**config.mk**
```make
export PLATFORM = sky130hd
export DESIGN_NAME = run_detect_sched_flat
export DESIGN_NICKNAME = d
export VERILOG_FILES = /design/src/rtl/run_sched_pkg.sv /design/src/rtl/run_detect_sched_if.sv /design/src/rtl/run_detector.sv /design/src/rtl/run_detect_sched.sv /design/src/flat_wrapper.sv
export SDC_FILE = /design/constraint.sdc
export NUM_CORES = 1
export LEC_CHECK = 0
export ABC_AREA = 1
export BUFFER_PORTS_ARGS = -buffer_cell sky130_fd_sc_hd__buf_2
export CAP_MARGIN = 20
export CELL_PAD_IN_SITES_DETAIL_PLACEMENT = 1
export CELL_PAD_IN_SITES_GLOBAL_PLACEMENT = 2
export CORE_UTILIZATION = 31
export CTS_CLUSTER_DIAMETER = 80
export DETAILED_ROUTE_END_ITERATION = 8
export PLACE_DENSITY_LB_ADDON = 0.1
export RECOVER_POWER = 50
export SLEW_MARGIN = 20
export SYNTH_ARGS = -nofsm -noshare
export SYNTH_HDL_FRONTEND = slang
export SYNTH_SLANG_ARGS = --single-unit
```
**constraint.sdc**
```tcl
create_clock -name clk -period 2.2 [get_ports clk]
set_input_delay 0.44 -clock clk [delete_from_list [all_inputs] [get_ports clk]]
set_output_delay 0.44 -clock clk [all_outputs]
set_load 0.05 [all_outputs]
```
**src/rtl/run_sched_pkg.sv**
```systemverilog
// Shared types and constants for the run-detect scheduler and its serial detector.
package run_sched_pkg;
  typedef enum logic [1:0] {
    IDLE  = 2'd0,
    SHIFT = 2'd1,
    DRAIN = 2'd2,
    DONE  = 2'd3
  } sched_st_e;

  localparam int DEF_WIDTH   = 8;
  localparam int DEF_RUN_LEN = 4;

  // Detector holds a start state plus RUN_LEN lengths for each polarity.
  function automatic int det_sw(input int run_len);
    return $clog2(2 * run_len + 1);
  endfunction
endpackage

```
**src/rtl/run_detect_sched_if.sv**
```systemverilog
// Requester handshake and result bus of the run-detect scheduler.
interface run_detect_sched_if #(
  parameter int WIDTH = 8,
  parameter int CW    = $clog2(WIDTH + 1)
) ();
  logic [1:0]       req;
  logic [1:0]       gnt;
  logic [WIDTH-1:0] data0;
  logic [WIDTH-1:0] data1;
  logic             busy;
  logic             done;
  logic             done_id;
  logic [CW-1:0]    hit_cnt;
  logic             any_hit;

  modport master (output req, data0, data1,
                  input  gnt, busy, done, done_id, hit_cnt, any_hit);
  modport slave  (input  req, data0, data1,
                  output gnt, busy, done, done_id, hit_cnt, any_hit);
endinterface

```
**src/rtl/run_detector.sv**
```systemverilog
// Moore run detector: out=1 once the last RUN_LEN bits seen were identical.
module run_detector
  import run_sched_pkg::*;
#(
  parameter int RUN_LEN = DEF_RUN_LEN
) (
  input  logic clk,
  input  logic reset,
  input  logic clr,
  input  logic in,
  output logic out
);
  localparam int SW = det_sw(RUN_LEN);
  // 0 = start, 1..RUN_LEN = run of zeros, RUN_LEN+1..2*RUN_LEN = run of ones
  localparam logic [SW-1:0] Z1 = SW'(1);
  localparam logic [SW-1:0] ZN = SW'(RUN_LEN);
  localparam logic [SW-1:0] O1 = SW'(RUN_LEN + 1);
  localparam logic [SW-1:0] ON = SW'(2 * RUN_LEN);

  logic [SW-1:0] st_q, st_d;

  always_comb begin
    st_d = st_q;
    if (clr)
      st_d = '0;
    else if (in)
      st_d = (st_q >= O1) ? ((st_q == ON) ? ON : st_q + 1'b1) : O1;
    else
      st_d = (st_q >= O1 || st_q == '0) ? Z1 : ((st_q == ZN) ? ZN : st_q + 1'b1);
  end

  always_ff @(posedge clk) begin
    if (!reset) st_q <= '0;
    else        st_q <= st_d;
  end

  assign out = (st_q == ZN) || (st_q == ON);
endmodule

```
**src/rtl/run_detect_sched.sv**
```systemverilog
// Round-robin scheduler sharing one serial run detector between two requesters;
// reports per-word hit count with the served requester id.
module run_detect_sched
  import run_sched_pkg::*;
#(
  parameter int WIDTH   = DEF_WIDTH,
  parameter int RUN_LEN = DEF_RUN_LEN,
  parameter int CW      = $clog2(WIDTH + 1)
) (
  input  logic                clk,
  input  logic                reset,
  run_detect_sched_if.slave   bus
);
  localparam int KW = $clog2(WIDTH);

  sched_st_e        st_q, st_d;
  logic [WIDTH-1:0] word_q, word_d;
  logic [KW-1:0]    k_q, k_d;
  logic             sel_q, sel_d;
  logic             rr_last_q, rr_last_d;
  logic [CW-1:0]    acc_q, acc_d;
  logic [CW-1:0]    cnt_q, cnt_d;
  logic             id_q, id_d;
  logic             any_q, any_d;
  logic [1:0]       gnt;
  logic             win;
  logic             det_clr;
  logic             det_out;
  logic [CW-1:0]    cnt_fin;

  // On a tie the requester not served last wins.
  assign win     = (bus.req == 2'b11) ? ~rr_last_q : bus.req[1];
  assign cnt_fin = acc_q + CW'(det_out);

  always_comb begin
    st_d      = st_q;
    word_d    = word_q;
    k_d       = k_q;
    sel_d     = sel_q;
    rr_last_d = rr_last_q;
    acc_d     = acc_q;
    cnt_d     = cnt_q;
    id_d      = id_q;
    any_d     = any_q;
    gnt       = '0;
    det_clr   = 1'b0;
    case (st_q)
      IDLE: if (|bus.req) begin
        gnt[win]  = 1'b1;
        word_d    = win ? bus.data1 : bus.data0;
        sel_d     = win;
        rr_last_d = win;
        k_d       = '0;
        acc_d     = '0;
        det_clr   = 1'b1;
        st_d      = SHIFT;
      end
      SHIFT: begin
        word_d = word_q >> 1;
        k_d    = k_q + 1'b1;
        // detector output lags one bit, so k=0 carries nothing from this word
        if (k_q != '0 && det_out) acc_d = acc_q + 1'b1;
        if (k_q == KW'(WIDTH - 1)) st_d = DRAIN;
      end
      DRAIN: begin
        cnt_d = cnt_fin;
        id_d  = sel_q;
        any_d = (cnt_fin != '0);
        st_d  = DONE;
      end
      default: st_d = IDLE;
    endcase
  end

  always_ff @(posedge clk) begin
    if (!reset) begin
      st_q      <= IDLE;
      word_q    <= '0;
      k_q       <= '0;
      sel_q     <= 1'b0;
      rr_last_q <= 1'b1;
      acc_q     <= '0;
      cnt_q     <= '0;
      id_q      <= 1'b0;
      any_q     <= 1'b0;
    end else begin
      st_q      <= st_d;
      word_q    <= word_d;
      k_q       <= k_d;
      sel_q     <= sel_d;
      rr_last_q <= rr_last_d;
      acc_q     <= acc_d;
      cnt_q     <= cnt_d;
      id_q      <= id_d;
      any_q     <= any_d;
    end
  end

  run_detector #(.RUN_LEN(RUN_LEN)) u_det (
    .clk   (clk),
    .reset (reset),
    .clr   (det_clr),
    .in    (word_q[0]),
    .out   (det_out)
  );

  assign bus.gnt     = reset ? gnt : 2'b00;
  assign bus.busy    = (st_q != IDLE);
  assign bus.done    = (st_q == DONE);
  assign bus.done_id = id_q;
  assign bus.hit_cnt = cnt_q;
  assign bus.any_hit = any_q;
endmodule
```
**src/flat_wrapper.sv**
```systemverilog
// flat-port wrapper written by rule: the top's interface ports become plain ports
module run_detect_sched_flat import run_sched_pkg::*;
#(
  parameter int WIDTH   = DEF_WIDTH,
  parameter int RUN_LEN = DEF_RUN_LEN,
  parameter int CW      = $clog2(WIDTH + 1)
)
  (clk, reset, bus_req, bus_data0, bus_data1, bus_gnt, bus_busy, bus_done, bus_done_id, bus_hit_cnt, bus_any_hit);
  run_detect_sched_if #(.WIDTH(WIDTH), .CW(CW)) bus_i ();
  input  logic clk;
  input  logic reset;
  input wire logic [$bits(bus_i.req)-1:0] bus_req;
  input wire logic [$bits(bus_i.data0)-1:0] bus_data0;
  input wire logic [$bits(bus_i.data1)-1:0] bus_data1;
  output wire logic [$bits(bus_i.gnt)-1:0] bus_gnt;
  output wire logic [$bits(bus_i.busy)-1:0] bus_busy;
  output wire logic [$bits(bus_i.done)-1:0] bus_done;
  output wire logic [$bits(bus_i.done_id)-1:0] bus_done_id;
  output wire logic [$bits(bus_i.hit_cnt)-1:0] bus_hit_cnt;
  output wire logic [$bits(bus_i.any_hit)-1:0] bus_any_hit;
  assign bus_i.req = bus_req;
  assign bus_i.data0 = bus_data0;
  assign bus_i.data1 = bus_data1;
  assign bus_gnt = bus_i.gnt;
  assign bus_busy = bus_i.busy;
  assign bus_done = bus_i.done;
  assign bus_done_id = bus_i.done_id;
  assign bus_hit_cnt = bus_i.hit_cnt;
  assign bus_any_hit = bus_i.any_hit;
  run_detect_sched #(.WIDTH(WIDTH), .RUN_LEN(RUN_LEN), .CW(CW)) u_core (.clk(clk), .reset(reset), .bus(bus_i));
endmodule
```
==> flow_summary.html <==
<table>
<tr><th>Metric</th><th>Value</th></tr>
<tr><th colspan="2">Power</th></tr>
<tr><td>Peak supply drop</td><td>between 0.6 and 0.7 mV</td></tr>
<tr><td>Leakage power figure</td><td>roughly 0.0009 µW</td></tr>
<tr><td>PwrDens</td><td>between 1000 and 1500 mW/mm²</td></tr>
<tr><th colspan="2">Yosys</th></tr>
<tr><td>Parity-gate share of the synthesized area counting xor and xnor cells</td><td>0.02050</td></tr>
<tr><td>Commonest register cell after synthesis</td><td>sky130_fd_sc_hd__dfxtp_1</td></tr>
<tr><td>Summed instance area of the synthesized netlist</td><td>0.001709 mm²</td></tr>
<tr><td>Compound-cell area share of the yosys netlist</td><td>0.1889</td></tr>
<tr><td>Count of flip-flops with a built-in enable after synthesis</td><td>0</td></tr>
<tr><td>Synth area leaders</td><td>sky130_fd_sc_hd__dfxtp_1 34%, sky130_fd_sc_hd__ha_1 10%, sky130_fd_sc_hd__nand2_1 9.4%, sky130_fd_sc_hd__a21oi_1 7.0%, sky130_fd_sc_hd__inv_1 6.1%</td></tr>
<tr><td>Register area share after synthesis</td><td>0.3397</td></tr>
<tr><td>Area share of the leading cell type in the synthesized netlist</td><td>0.3397</td></tr>
<tr><td>Synth async-reset ratio</td><td>0</td></tr>
<tr><td>Cell type with the largest total area after synthesis</td><td>sky130_fd_sc_hd__dfxtp_1</td></tr>
<tr><td>Count of distinct cell types in the synthesized netlist</td><td>33</td></tr>
<tr><td>Avg Inst Size Synth</td><td>between 7 and 8 µm²</td></tr>
<tr><td>Synthesized flop and latch total</td><td>29</td></tr>
<tr><td>Mux cell area share after synthesis</td><td>0</td></tr>
<tr><td>Total number of yosys warnings</td><td>0</td></tr>
<tr><td>Simple-Gate Fraction of Synth Area</td><td>0.2408</td></tr>
<tr><td>Adder and majority cell fraction of the synthesized area</td><td>0.1025</td></tr>
<tr><td>Largest family of logic cells by synthesized area</td><td>simple AND/OR/NAND/NOR gates</td></tr>
<tr><td>Post-synthesis instance total</td><td>231</td></tr>
<tr><td>Net count of the mapped netlist</td><td>265</td></tr>
<tr><th colspan="2">Finish</th></tr>
<tr><td>Share of layout cells above drive strength 1</td><td>0.2045</td></tr>
<tr><td>FF+latch area</td><td>581.8 µm²</td></tr>
<tr><td>Diode insertion count for antenna repair</td><td>0</td></tr>
<tr><td>Layout overhead on the synthesized area</td><td>17.86%</td></tr>
<tr><td>Area occupied by multi-input gates</td><td>roughly 950 µm²</td></tr>
<tr><td>Final design area excluding fillers</td><td>between 0.002 and 0.0025 mm²</td></tr>
<tr><td>Final core occ</td><td>0.3870</td></tr>
<tr><td>Filler cells</td><td>slightly below 700</td></tr>
<tr><td>Most frequent cells in the layout</td><td>43 x sky130_fd_sc_hd__nand2_1, 29 x sky130_fd_sc_hd__inv_1, 28 x sky130_fd_sc_hd__dfxtp_1, 25 x sky130_fd_sc_hd__a21oi_1, 22 x sky130_fd_sc_hd__buf_2</td></tr>
<tr><td>Most common cell after layout, fill and taps aside</td><td>sky130_fd_sc_hd__nand2_1</td></tr>
<tr><td>Number of nets at the end of the flow</td><td>298</td></tr>
<tr><th colspan="2">Clock network</th></tr>
<tr><td>CTS HTree Levels</td><td>2</td></tr>
<tr><td>Clock Pin Slew Worst Setup and Hold Paths</td><td>~0.060 ns</td></tr>
<tr><td>Total CTS buffers</td><td>5</td></tr>
<tr><td>Maximum root-to-sink buffer count</td><td>2</td></tr>
<tr><td>Hold-fix buffer count after cts</td><td>0</td></tr>
<tr><td>Count of buffers added by post-CTS timing repair for setup</td><td>0</td></tr>
<tr><td>CTS Sinks</td><td>29</td></tr>
<tr><td>TritonCTS clock tree</td><td>built</td></tr>
<tr><td>Root buffer selected by CTS</td><td>sky130_fd_sc_hd__clkbuf_8</td></tr>
<tr><td>Source-to-sink clock delay at the later pin of the worst-skew pair</td><td>0.28 ns</td></tr>
<tr><th colspan="2">Floorplan</th></tr>
<tr><td>Chip width</td><td>around 76 µm</td></tr>
<tr><td>Ports</td><td>30</td></tr>
<tr><td>Area of the die</td><td>approximately 0.0058 mm²</td></tr>
<tr><td>Chip Height</td><td>about 76 µm</td></tr>
<tr><td>Initial Util</td><td>0.3284</td></tr>
<tr><td>Core Box Area</td><td>0.005205 mm²</td></tr>
<tr><td>Total number of placement rows</td><td>26</td></tr>
<tr><th colspan="2">Hold path</th></tr>
<tr><td>Hold worst-path end</td><td>u_core.bus.done_id</td></tr>
<tr><td>Worst Min Path Start</td><td>u_core.sel_q</td></tr>
<tr><td>Worst hold path cell count</td><td>2</td></tr>
<tr><td>Class of the tightest hold or removal check</td><td>reg2reg</td></tr>
<tr><th colspan="2">Route</th></tr>
<tr><td>Number of nets still failing antenna checks after routing</td><td>0</td></tr>
<tr><td>Via density per instance</td><td>4.787</td></tr>
<tr><td>Pre-Repair DR Iteration Count</td><td>4</td></tr>
<tr><td>Via total after detailed routing</td><td>between 1500 and 2000</td></tr>
<tr><td>Post-detailed-routing wire length</td><td>roughly 4300 µm</td></tr>
<tr><td>Number of design rule violations left after detail routing</td><td>0</td></tr>
<tr><td>Routed wirelength normalized by instance count</td><td>12.74 µm</td></tr>
<tr><td>First-iteration detailed-routing DRC count</td><td>54</td></tr>
<tr><th colspan="2">Setup path</th></tr>
<tr><td>Startpoint types</td><td>flop</td></tr>
<tr><td>Endpoint class of the critical path</td><td>flop</td></tr>
<tr><td>Crit Reg-Reg Startpoint</td><td>u_core.u_det.st_q[0]</td></tr>
<tr><td>Launching instance or port of the critical path</td><td>u_core.u_det.st_q[0]</td></tr>
<tr><td>Worst reg-to-reg setup slack</td><td>around 0.17 ns</td></tr>
<tr><td>Arrival time worst endpoint</td><td>roughly 2.2 ns</td></tr>
<tr><td>Largest fanout of any net on the critical path</td><td>5</td></tr>
<tr><td>Required time of the worst setup path</td><td>between 2 and 2.5 ns</td></tr>
<tr><td>Setup Crit Path Kind</td><td>reg2reg</td></tr>
<tr><td>Worst Reg-to-Reg Cells</td><td>9</td></tr>
<tr><td>Worst R2R End</td><td>u_core.bus.any_hit</td></tr>
<tr><th colspan="2">Global routing</th></tr>
<tr><td>Wire length of the first global-routing pass</td><td>about 7500 µm</td></tr>
<tr><td>Overall track demand over capacity in global routing</td><td>0.1616</td></tr>
<tr><td>Pin count of the biggest net entering global routing</td><td>19</td></tr>
<tr><td>Antenna violations before repair</td><td>0</td></tr>
<tr><td>Grt ovf</td><td>0</td></tr>
<tr><td>Number of global-route vias before repair</td><td>around 1700</td></tr>
<tr><th colspan="2">STA</th></tr>
<tr><td>Total negative setup slack</td><td>0 ns</td></tr>
<tr><td>Maximum clock rate</td><td>just under 500 MHz</td></tr>
<tr><td>Final Max Tran Viols</td><td>0</td></tr>
<tr><td>Hold violation count in the final report</td><td>0</td></tr>
<tr><td>Clock period minus final worst setup slack</td><td>2.026 ns</td></tr>
<tr><td>Slew at the pin closest to its max-slew limit</td><td>0.6004 ns</td></tr>
<tr><td>Tightest slew margin relative to the limit</td><td>0.6014</td></tr>
<tr><td>Share of the clock period used by the worst path after layout</td><td>0.9210</td></tr>
<tr><td>Setup repair after global routing missed its margin</td><td>no</td></tr>
<tr><td>Final Hold Slack</td><td>about 0.46 ns</td></tr>
<tr><td>Setup skew after layout</td><td>a little over 0.004 ns</td></tr>
<tr><td>Setup-failing EPs final</td><td>0</td></tr>
<tr><th colspan="2">Run status</th></tr>
<tr><td>Outcome</td><td>finished, final reports clean</td></tr>
<tr><th colspan="2">Job</th></tr>
<tr><td>Max-capacitance violation count</td><td>0</td></tr>
<tr><th colspan="2">Placed design</th></tr>
<tr><td>Dpl hpwl</td><td>3203 µm</td></tr>
<tr><td>Number of port buffers</td><td>29</td></tr>
<tr><td>RD Place Congestion</td><td>between 0.8 and 0.9</td></tr>
<tr><td>Cell area after placement</td><td>a little under 0.002 mm²</td></tr>
</table>
[worst max path at each step]
stage / cells after the start / slack (ns) / endpoint
global placement: 9 / 0.14 / u_core.bus.any_hit
floorplan: 9 / 0.26 / u_core.bus.any_hit
CTS: 9 / 0.07 / u_core.bus.any_hit
finish: 9 / 0.17 / u_core.bus.any_hit
detailed placement: 9 / 0.08 / u_core.bus.any_hit
global route: 9 / 0.02 / u_core.bus.any_hit
[Yosys cell counts (2+ instances only)]
| library cell | instances |
|---|---|
| sky130_fd_sc_hd__inv_2 | 2 |
| sky130_fd_sc_hd__or2_2 | 4 |
| sky130_fd_sc_hd__o21ai_0 | 8 |
| sky130_fd_sc_hd__nor2_1 | 14 |
| sky130_fd_sc_hd__nand2_2 | 3 |
| sky130_fd_sc_hd__nand3_1 | 17 |
| sky130_fd_sc_hd__a21oi_1 | 24 |
| sky130_fd_sc_hd__o22ai_1 | 2 |
| sky130_fd_sc_hd__o21ai_1 | 4 |
| sky130_fd_sc_hd__buf_2 | 6 |
| sky130_fd_sc_hd__o211ai_1 | 8 |
| sky130_fd_sc_hd__xnor2_1 | 3 |
| sky130_fd_sc_hd__inv_1 | 28 |
| sky130_fd_sc_hd__nand4_1 | 3 |
| sky130_fd_sc_hd__ha_1 | 14 |
| sky130_fd_sc_hd__nand2_1 | 43 |
| sky130_fd_sc_hd__a21oi_2 | 3 |
| sky130_fd_sc_hd__dfxtp_1 | 29 |
| sky130_fd_sc_hd__or2_1 | 2 |
[report_power, final]
group	internal [µW]	switching, µW	total (µW)
clock	248	206	454
combinational	421	877	1300
sequential	691	131	821
total	1360	1210	2570
[sequential cells by signal, indices dropped and copies added (netlist names)]
| register | flops |
|---|---|
| u_core.acc_q | 4 |
| u_core.bus.any_hit | 1 |
| u_core.bus.done_id | 1 |
| u_core.bus.hit_cnt | 4 |
| u_core.k_q | 3 |
| u_core.rr_last_q | 1 |
| u_core.sel_q | 1 |
| u_core.st_q | 2 |
| u_core.u_det.st_q | 4 |
| u_core.word_q | 8 |
[cells by family after synthesis]
logic type	after synthesis
flip-flops	29
AO/OA/AOI/OAI	53
AND/OR/NAND/NOR	90
XOR/XNOR	4
buffers and inverters	41
adder cells (fa/ha/maj)	14
[routing by layer]
layer,wire length (µm),global-route usage
met3,130,0.04431
met2,2046,0.2802
met4,42,0.04038
met1,2035,0.1963
met5,0,0
[through the flow]
step	power [µW]	setup WS [ns]	cells
6_report	2573	0.1737	334
5_1_grt	2813	0.02207	334
4_1_cts	2628	0.06510	334
3_5_place_dp	2163	0.07718	327
3_3_place_gp	2159	0.1449	327
2_1_floorplan	1868	0.2570	231
[critical path, cell delays in order, from the launching register on]
cell	delay (ns)
sky130_fd_sc_hd__dfxtp_2	0.37
sky130_fd_sc_hd__inv_1	0.08
sky130_fd_sc_hd__ha_1	0.27
sky130_fd_sc_hd__nand3_2	0.11
sky130_fd_sc_hd__nand2_2	0.07
sky130_fd_sc_hd__ha_1	0.22
sky130_fd_sc_hd__ha_1	0.31
sky130_fd_sc_hd__or2_2	0.28
sky130_fd_sc_hd__o22ai_1	0.12
sky130_fd_sc_hd__a21oi_1	0.08
[what timing repair did]
item,CTS,global route
gates resized for setup,0,2
hold endpoints to repair,0,0
setup endpoints to repair,0,1
[layout make-up]
class / instances / share of cell area
Multi-Input combinational cell: 161 / 0.4721
Clock buffer: 7 / 0.04286
Inverter: 31 / 0.05901
Sequential cell: 29 / 0.2888
Tap cell: 70 / 0.04348
Timing Repair Buffer: 36 / 0.09379
(Power assumes the default switching activity.)
